<file path="src/rtl/aclk_key_decoder.sv">
// Alarm-clock keypad decoder: ASCII keys -> BCD HH:MM buffer with load strobes and entry timeout.
// Optional per-position digit range checking is enabled by defining ACLK_RANGE_CHECK_EN.
module aclk_key_decoder #(
  parameter int         TIMEOUT_CYCLES = 1000,
  parameter int         TMR_W          = 16,
  parameter logic [7:0] CODE_ALARM     = 8'h41,
  parameter logic [7:0] CODE_TIME      = 8'h54
) (
  input  logic        clock,
  input  logic        reset,
  input  logic [7:0]  key_code,
  input  logic        key_valid,
  output logic [3:0]  key_digit,
  output logic [15:0] key_buffer,
  output logic [2:0]  digit_count,
  output logic        shift,
  output logic        load_new_time,
  output logic        load_alarm,
  output logic        key_error,
  output logic        timeout
);

  typedef enum logic [1:0] {
    ST_IDLE  = 2'd0,
    ST_ENTRY = 2'd1,
    ST_FULL  = 2'd2
  } state_t;

  state_t             r_state;
  state_t             w_state_nxt;
  logic [3:0]         r_key_digit,   w_digit_nxt;
  logic [15:0]        r_key_buffer,  w_buffer_nxt;
  logic [2:0]         r_digit_count, w_count_nxt;
  logic [TMR_W-1:0]   r_timer,       w_timer_nxt;
  logic               r_shift,       w_shift_nxt;
  logic               r_load_time,   w_load_time_nxt;
  logic               r_load_alarm,  w_load_alarm_nxt;
  logic               r_key_error,   w_key_error_nxt;
  logic               r_timeout,     w_timeout_nxt;

  logic               w_is_digit;
  logic               w_is_cmd;
  logic [3:0]         w_digit;
  logic               w_range_ok;
  logic               w_expired;

  assign w_is_digit = (key_code >= 8'h30) && (key_code <= 8'h39);
  assign w_is_cmd   = (key_code == CODE_ALARM) || (key_code == CODE_TIME);
  assign w_digit    = key_code[3:0];
  assign w_expired  = (r_timer == TMR_W'(TIMEOUT_CYCLES - 1));

  // Position-dependent digit legality for the next slot (slot = digits held + 1).
  always_comb begin
    w_range_ok = 1'b1;
`ifdef ACLK_RANGE_CHECK_EN
    case (r_digit_count)
      3'd0:    w_range_ok = (w_digit <= 4'd2);
      3'd1:    w_range_ok = (r_key_buffer[3:0] == 4'd2) ? (w_digit <= 4'd3) : 1'b1;
      3'd2:    w_range_ok = (w_digit <= 4'd5);
      default: w_range_ok = 1'b1;
    endcase
`else
    w_range_ok = 1'b1;
`endif
  end

  // Next-state and next-output computation for the entry FSM.
  always_comb begin
    w_state_nxt      = r_state;
    w_digit_nxt      = r_key_digit;
    w_buffer_nxt     = r_key_buffer;
    w_count_nxt      = r_digit_count;
    w_timer_nxt      = r_timer;
    w_shift_nxt      = 1'b0;
    w_load_time_nxt  = 1'b0;
    w_load_alarm_nxt = 1'b0;
    w_key_error_nxt  = 1'b0;
    w_timeout_nxt    = 1'b0;
    case (r_state)
      ST_IDLE: begin
        w_timer_nxt = {TMR_W{1'b0}};
        if (key_valid && w_is_digit && w_range_ok) begin
          w_buffer_nxt = {12'h000, w_digit};
          w_count_nxt  = 3'd1;
          w_digit_nxt  = w_digit;
          w_shift_nxt  = 1'b1;
          w_state_nxt  = ST_ENTRY;
        end else if (key_valid) begin
          w_key_error_nxt = 1'b1;
        end else begin
          w_state_nxt = ST_IDLE;
        end
      end
      ST_ENTRY, ST_FULL: begin
        if (key_valid && w_is_digit && w_range_ok && (r_state == ST_ENTRY)) begin
          w_buffer_nxt = {r_key_buffer[11:0], w_digit};
          w_count_nxt  = r_digit_count + 3'd1;
          w_digit_nxt  = w_digit;
          w_shift_nxt  = 1'b1;
          w_timer_nxt  = {TMR_W{1'b0}};
          w_state_nxt  = (r_digit_count == 3'd3) ? ST_FULL : ST_ENTRY;
        end else if (key_valid && w_is_cmd && (r_state == ST_FULL)) begin
          w_load_time_nxt  = (key_code == CODE_TIME);
          w_load_alarm_nxt = (key_code == CODE_ALARM);
          w_count_nxt      = 3'd0;
          w_timer_nxt      = {TMR_W{1'b0}};
          w_state_nxt      = ST_IDLE;
        end else if (key_valid) begin
          // A rejected key in the expiry cycle still suppresses the timeout; hold so it fires next cycle.
          w_key_error_nxt = 1'b1;
          w_timer_nxt     = w_expired ? r_timer : (r_timer + TMR_W'(1));
        end else if (w_expired) begin
          w_timeout_nxt = 1'b1;
          w_buffer_nxt  = 16'h0000;
          w_count_nxt   = 3'd0;
          w_timer_nxt   = {TMR_W{1'b0}};
          w_state_nxt   = ST_IDLE;
        end else begin
          w_timer_nxt = r_timer + TMR_W'(1);
        end
      end
      default: begin
        w_state_nxt  = ST_IDLE;
        w_buffer_nxt = 16'h0000;
        w_count_nxt  = 3'd0;
        w_timer_nxt  = {TMR_W{1'b0}};
      end
    endcase
  end

  // State and registered-output update.
  always_ff @(posedge clock or negedge reset) begin
    if (!reset) begin
      r_state       <= ST_IDLE;
      r_key_digit   <= 4'h0;
      r_key_buffer  <= 16'h0000;
      r_digit_count <= 3'd0;
      r_timer       <= {TMR_W{1'b0}};
      r_shift       <= 1'b0;
      r_load_time   <= 1'b0;
      r_load_alarm  <= 1'b0;
      r_key_error   <= 1'b0;
      r_timeout     <= 1'b0;
    end else begin
      r_state       <= w_state_nxt;
      r_key_digit   <= w_digit_nxt;
      r_key_buffer  <= w_buffer_nxt;
      r_digit_count <= w_count_nxt;
      r_timer       <= w_timer_nxt;
      r_shift       <= w_shift_nxt;
      r_load_time   <= w_load_time_nxt;
      r_load_alarm  <= w_load_alarm_nxt;
      r_key_error   <= w_key_error_nxt;
      r_timeout     <= w_timeout_nxt;
    end
  end

  assign key_digit     = r_key_digit;
  assign key_buffer    = r_key_buffer;
  assign digit_count   = r_digit_count;
  assign shift         = r_shift;
  assign load_new_time = r_load_time;
  assign load_alarm    = r_load_alarm;
  assign key_error     = r_key_error;
  assign timeout       = r_timeout;

endmodule

</file>
<file path="config.mk">
export PLATFORM = sky130hd
export DESIGN_NAME = aclk_key_decoder
export DESIGN_NICKNAME = d
export VERILOG_FILES = /design/src/rtl/aclk_key_decoder.sv
export SDC_FILE = /design/constraint.sdc
export NUM_CORES = 1
export LEC_CHECK = 0
export BUFFER_PORTS_ARGS = -buffer_cell sky130_fd_sc_hd__buf_2
export CAP_MARGIN = 0
export CELL_PAD_IN_SITES_DETAIL_PLACEMENT = 1
export CELL_PAD_IN_SITES_GLOBAL_PLACEMENT = 1
export CORE_MARGIN = 4
export CORE_UTILIZATION = 39
export DETAILED_ROUTE_END_ITERATION = 8
export GPL_ROUTABILITY_DRIVEN = 0
export HOLD_SLACK_MARGIN = 0.02
export PLACE_DENSITY = 0.83
export SETUP_SLACK_MARGIN = 0.2
export SLEW_MARGIN = 20
export SYNTH_ARGS = -nofsm -noshare
export SYNTH_HDL_FRONTEND = slang
export SYNTH_SLANG_ARGS = --single-unit
export TNS_END_PERCENT = 100
</file>
<file path="constraint.sdc">
create_clock -name clock -period 2.3 [get_ports clock]
set_input_delay 0.345 -clock clock [delete_from_list [all_inputs] [get_ports clock]]
set_output_delay 0.345 -clock clock [all_outputs]
set_load 0.02 [all_outputs]
</file>
Yosys cells after proc, flatten, opt, wreduce, memory -nomap -nowiden
Cells that the tools add are included.
{ "totals": {"output_inout_bits": 28, "ff_bits": 46, "word_cells": 90} }
{ "op_classes": {"n_addsub": 2, "order_cmp": 2, "n_reduce_logical": 13, "n_mux": 48, "n_eq_ne": 15} }
{ "ops": {"columns": ["cell", "count"], "rows": [
  ["$mux W16", 11],
  ["$pmux W16 S2", 1],
  ["$mux W1", 17],
  ["$add A16 B1 Y16 const B", 1],
  ["$eq A16 B10 Y1 const B", 1],
  ["$eq A8 B7 Y1 const B", 2],
  ["$mux W3", 5],
  ["$mux W2", 7],
  ["$ne A3 B3 Y1 const B", 4],
  ["$reduce_and A3 Y1", 3],
  ["$ge A8 B6 Y1 const B", 1],
  ["$le A8 B6 Y1 const B", 1],
  ["$mux W4", 2],
  ["$ne A4 B4 Y1 const B", 2],
  ["$pmux W4 S2", 1],
  ["$pmux W3 S2", 1],
  ["$logic_and A1 B1 Y1", 5],
  ["$ne A5 B5 Y1 const B", 1],
  ["$ne A2 B2 Y1 const B", 2],
  ["$pmux W1 S2", 2],
  ["$pmux W2 S2", 1],
  ["$reduce_and A4 Y1", 1],
  ["$add A3 B1 Y3 const B", 1],
  ["$eq A3 B2 Y1 const B", 1],
  ["6 further kinds", 6]
]} }

Depth between registers and ports, before layout
{ "logic_depth": {"depth_word": 7, "ltp_mapped": 9, "ltp_nobuf": 7} }

Least setup slack after synthesis
Ideal clock, no wire load.
{ "synth_path": {"path_kind": "register -> register", "startpoint": "reg r_timer[3]", "endpoint": "reg r_key_buffer[10] (netlist: key_buffer[10])", "stages_incl_launch_ff": 6, "t_arrival_ns": 2.114, "setup_ns": 0.121, "setup_slack_ns": 0.065, "path_cell_list": "dfrtp_1 -> or4b_1 -> or4_1 -> a32o_2 -> buf_6 -> a22o_1"} }
{ "synth_via": {"elab_chain_cells": 3} }
{ "synth_lines": {"columns": ["element", "line", "text"], "rows": [
  ["start: declaration", "34", "logic [TMR_W-1:0] r_timer, w_timer_nxt;"],
  ["start signal: assignment", "138", "r_timer <= {TMR_W{1'b0}};"],
  ["start signal: assignment", "149", "r_timer <= w_timer_nxt;"],
  ["$eq A16 B10 Y1", "50", "assign w_expired = (r_timer == TMR_W'(TIMEOUT_CYCLES - 1));"],
  ["$ne A3 B3 Y1 (no source line)", null, null],
  ["$reduce_and A4 Y1 (no source line)", null, null],
  ["end signal: assignment", "147", "r_key_buffer <= w_buffer_nxt;"],
  ["end: declaration", "32", "logic [15:0] r_key_buffer, w_buffer_nxt;"]
]} }
Every way passes these cells.
A chain may end at the register's enable or synchronous reset.

Worst setup path after layout
{ "layout_path": {"startpoint": "reg r_timer[10]", "endpoint": "reg r_key_buffer[11] (netlist: key_buffer[11])"} }
Same word-level chain as after synthesis.

==> impl_metrics.tcl <==
set metrics [dict create \
    outcome "finished clean" \
    path_clk_slew_ns 0.10 \
    via_per_inst 5.59 \
    fillerInstances 640 \
    dp_hpwl_um 4230 \
    core_region_area_sq_mm 0.00547 \
    clockBufferDepth 2 \
    area_growth_pct 28.8 \
    synth_cells 209 \
    hold_class "in2async" \
    final_hold_viol_count 0 \
    drcViolationCount 0 \
    met1_length_um 2870 \
    grt_antenna_before_repair 0 \
    totalWireLength_um 6640 \
    diodes 0 \
    slew_headroom_pct 62.3 \
    fp.dieW_um 83.0 \
    clkLatencyLatePin_ns 0.31 \
    yosys_register_bits 46 \
    yosysWarnings 0 \
    synth_cell_types 40 \
    period_share_pct 97.8 \
    startpoint_type "register" \
    worstPathArrival_ns 2.45 \
    final_util_pct 51.6 \
    synth_edf_count 0 \
    firstDrtPassIters 4 \
    die-height_um 83.0 \
    io_pins 39 \
    wl_met3_um 247 \
    worst_pin_slew_ns 0.566 \
    dr_wl_met2_um 3440 \
    postLayoutCellArea_sq_mm 0.00282 \
    cts_tree "yes" \
    netSwitchingPower_uw 500 \
    mostFrequentLayoutCells "46 x dfrtp_1, 38 x buf_2, 20 x nor2_1, 17 x buf_4, 15 x nand2_1" \
    layout.nets 289 \
    p_sw_share_pct 30.2 \
    top_layer_used "met4" \
    cts_root_buf "clkbuf_8" \
    power_uw 1650 \
    async_flop_share_pct 100 \
    layout.cells.non_filler 344 \
    comb_power_share_pct 14.0 \
    ir_drop_mv 0.236 \
    maxCapViolations 0 \
    synthFlopType "dfrtp_1" \
    syn-num-nets 227 \
    internal_power_uw 1150 \
    pwr-share-seq_pct 53.8 \
    yosysSeqAreaShare_pct 52.5 \
    mostFrequentLayoutCell "dfrtp_1" \
    netlist_area_sq_mm 0.00219 \
    numClockSinks 46 \
    p_leak_uw 0.00139 \
    final-seq-area_sq_mm 0.00115 \
    pre_cts_ws_ns -0.0289 \
    worstPathMaxFanout 5 \
    setup.worst_path.end_class "register" \
    drive_above_1_share_pct 33.5 \
    final-setup-viol-count 0 \
    drtIter0Drc 131 \
    critical_path_class "reg2reg" \
    h-tree-depth 2 \
    grt_first_pass_wirelength_um 10500 \
    portBuffers 38 \
    place_inst 327 \
    cts_buffers 5 \
    vias 1924 \
    skew_ns 0.00622 \
    multi_input_area_sq_mm 0.00109 \
    rsz0062_at_grt "true" \
    start_util_pct 40.1 \
    avgSynthCellArea_sq_um 10.5 \
    required_ns 2.50 \
    power_density_mw_per_mm2 586 \
    grtUsageTotal_pct 18.9 \
    slew_viol_final 0 \
    grt_pass1_vias 1998 \
    grt-ovfl-total 0 \
    wl_per_cell_um 19.3 \
    fmax_ghz 0.445 \
    antenna_left 0 \
    min_period_ns 2.25 \
    pwr-share-clk_pct 32.2 \
    layout_setup_ws_ns 0.0516 \
    dieArea_sq_mm 0.00689 \
    rows 27 \
    grt_max_degree 25 \
    placedInstanceArea_sq_mm 0.00256 \
]
==> sequential cells by signal, indices dropped and copies added (netlist names) <==
name and count:
r_timer 16, key_error 1, key_digit 4, timeout 1, r_state 2, digit_count 3, load_alarm 1, shift 1
key_buffer 16, load_new_time 1
==> path summary, 6_finish.rpt <==
path | from | endpoint | slack (ns) | cells after the start
worst max-delay path | r_timer[10] | key_buffer[11] | 0.05 | 4
worst min-delay path | reset | key_error | 0.02 | 1
worst max register to register | r_timer[10] | key_buffer[11] | 0.05 | 4
worst min register to register | key_buffer[14] | key_buffer[14] | 0.52 | 1
max in group asynchronous | reset | key_buffer[0] | 1.76 | 2
min in group clock | key_code[4] | load_alarm | 0.25 | 2
==> through the flow <==
step / setup TNS (ns) / hold WS, ns
CTS: 0 / 0.0400
global route: 0 / 0.0643
floorplan: 0 / 0.0494
detailed placement: -0.102 / 0.378
finish: 0 / 0.0195
global placement: 0 / 0.368
==> cell usage after synthesis, types with 5 or more instances <==
library cell	count	area [sq um]
a21oi_1	6	30.0
a22o_1	12	105
and3_1	10	62.6
dfrtp_1	46	1150
ha_1	7	87.6
inv_1	9	33.8
nand2_1	17	63.8
nand3_1	10	50.1
nor2_1	20	75.1
o21ai_0	12	60.1
xnor2_1	6	52.6
xor2_1	5	43.8
==> what timing repair did <==
action	4_1_cts	5_1_grt
resized for setup	8	15
hold buffers	0	0
pin swaps	4	13
setup buffers	2	4
cloned	2	1
endpoints found under the setup margin	33	37
==> final cells by class <==
class / count / share of cell area [%]
Sequential cell: 46 / 40.8
Multi-Input combinational cell: 151 / 38.8
Timing Repair Buffer: 58 / 12.8
Tap cell: 72 / 3.19
Clock buffer: 5 / 2.44
Inverter: 9 / 1.20
Clock inverter: 3 / 0.886
==> layer usage <==
| layer | up-vias | global-route usage [%] |
|---|---|---|
| li1 | 888 | - |
| met1 | 991 | 23.2 |
| met2 | 39 | 33.2 |
| met3 | 6 | 3.47 |
| met4 | 0 | 6.69 |
| met5 | - | 0 |
==> power groups by stage <==
stage	registers, uW	clock network, uW	logic, uW
after floorplan	953	0	61.5
after global placement	898	0	208
after detailed placement	904	0	217
after CTS	888	543	222
after global routing	895	581	253
final	890	533	232
==> critical path, cell delays in order (launching register included) <==
cell and delay (ns):
dfrtp_1 0.42, or4b_4 0.53, or4_4 0.58, a32o_4 0.36, a22o_1 0.24
==> logic make-up after synthesis <==
group           share of synthesized area [%]
simple gates                             21.0
flops                                    52.5
fa+ha+maj                                3.99
mux                                      2.51
compound gates                           12.3
xor+xnor                                 4.39
buf+inv                                  3.25
Note: power is estimated with default switching activity, not from simulation.
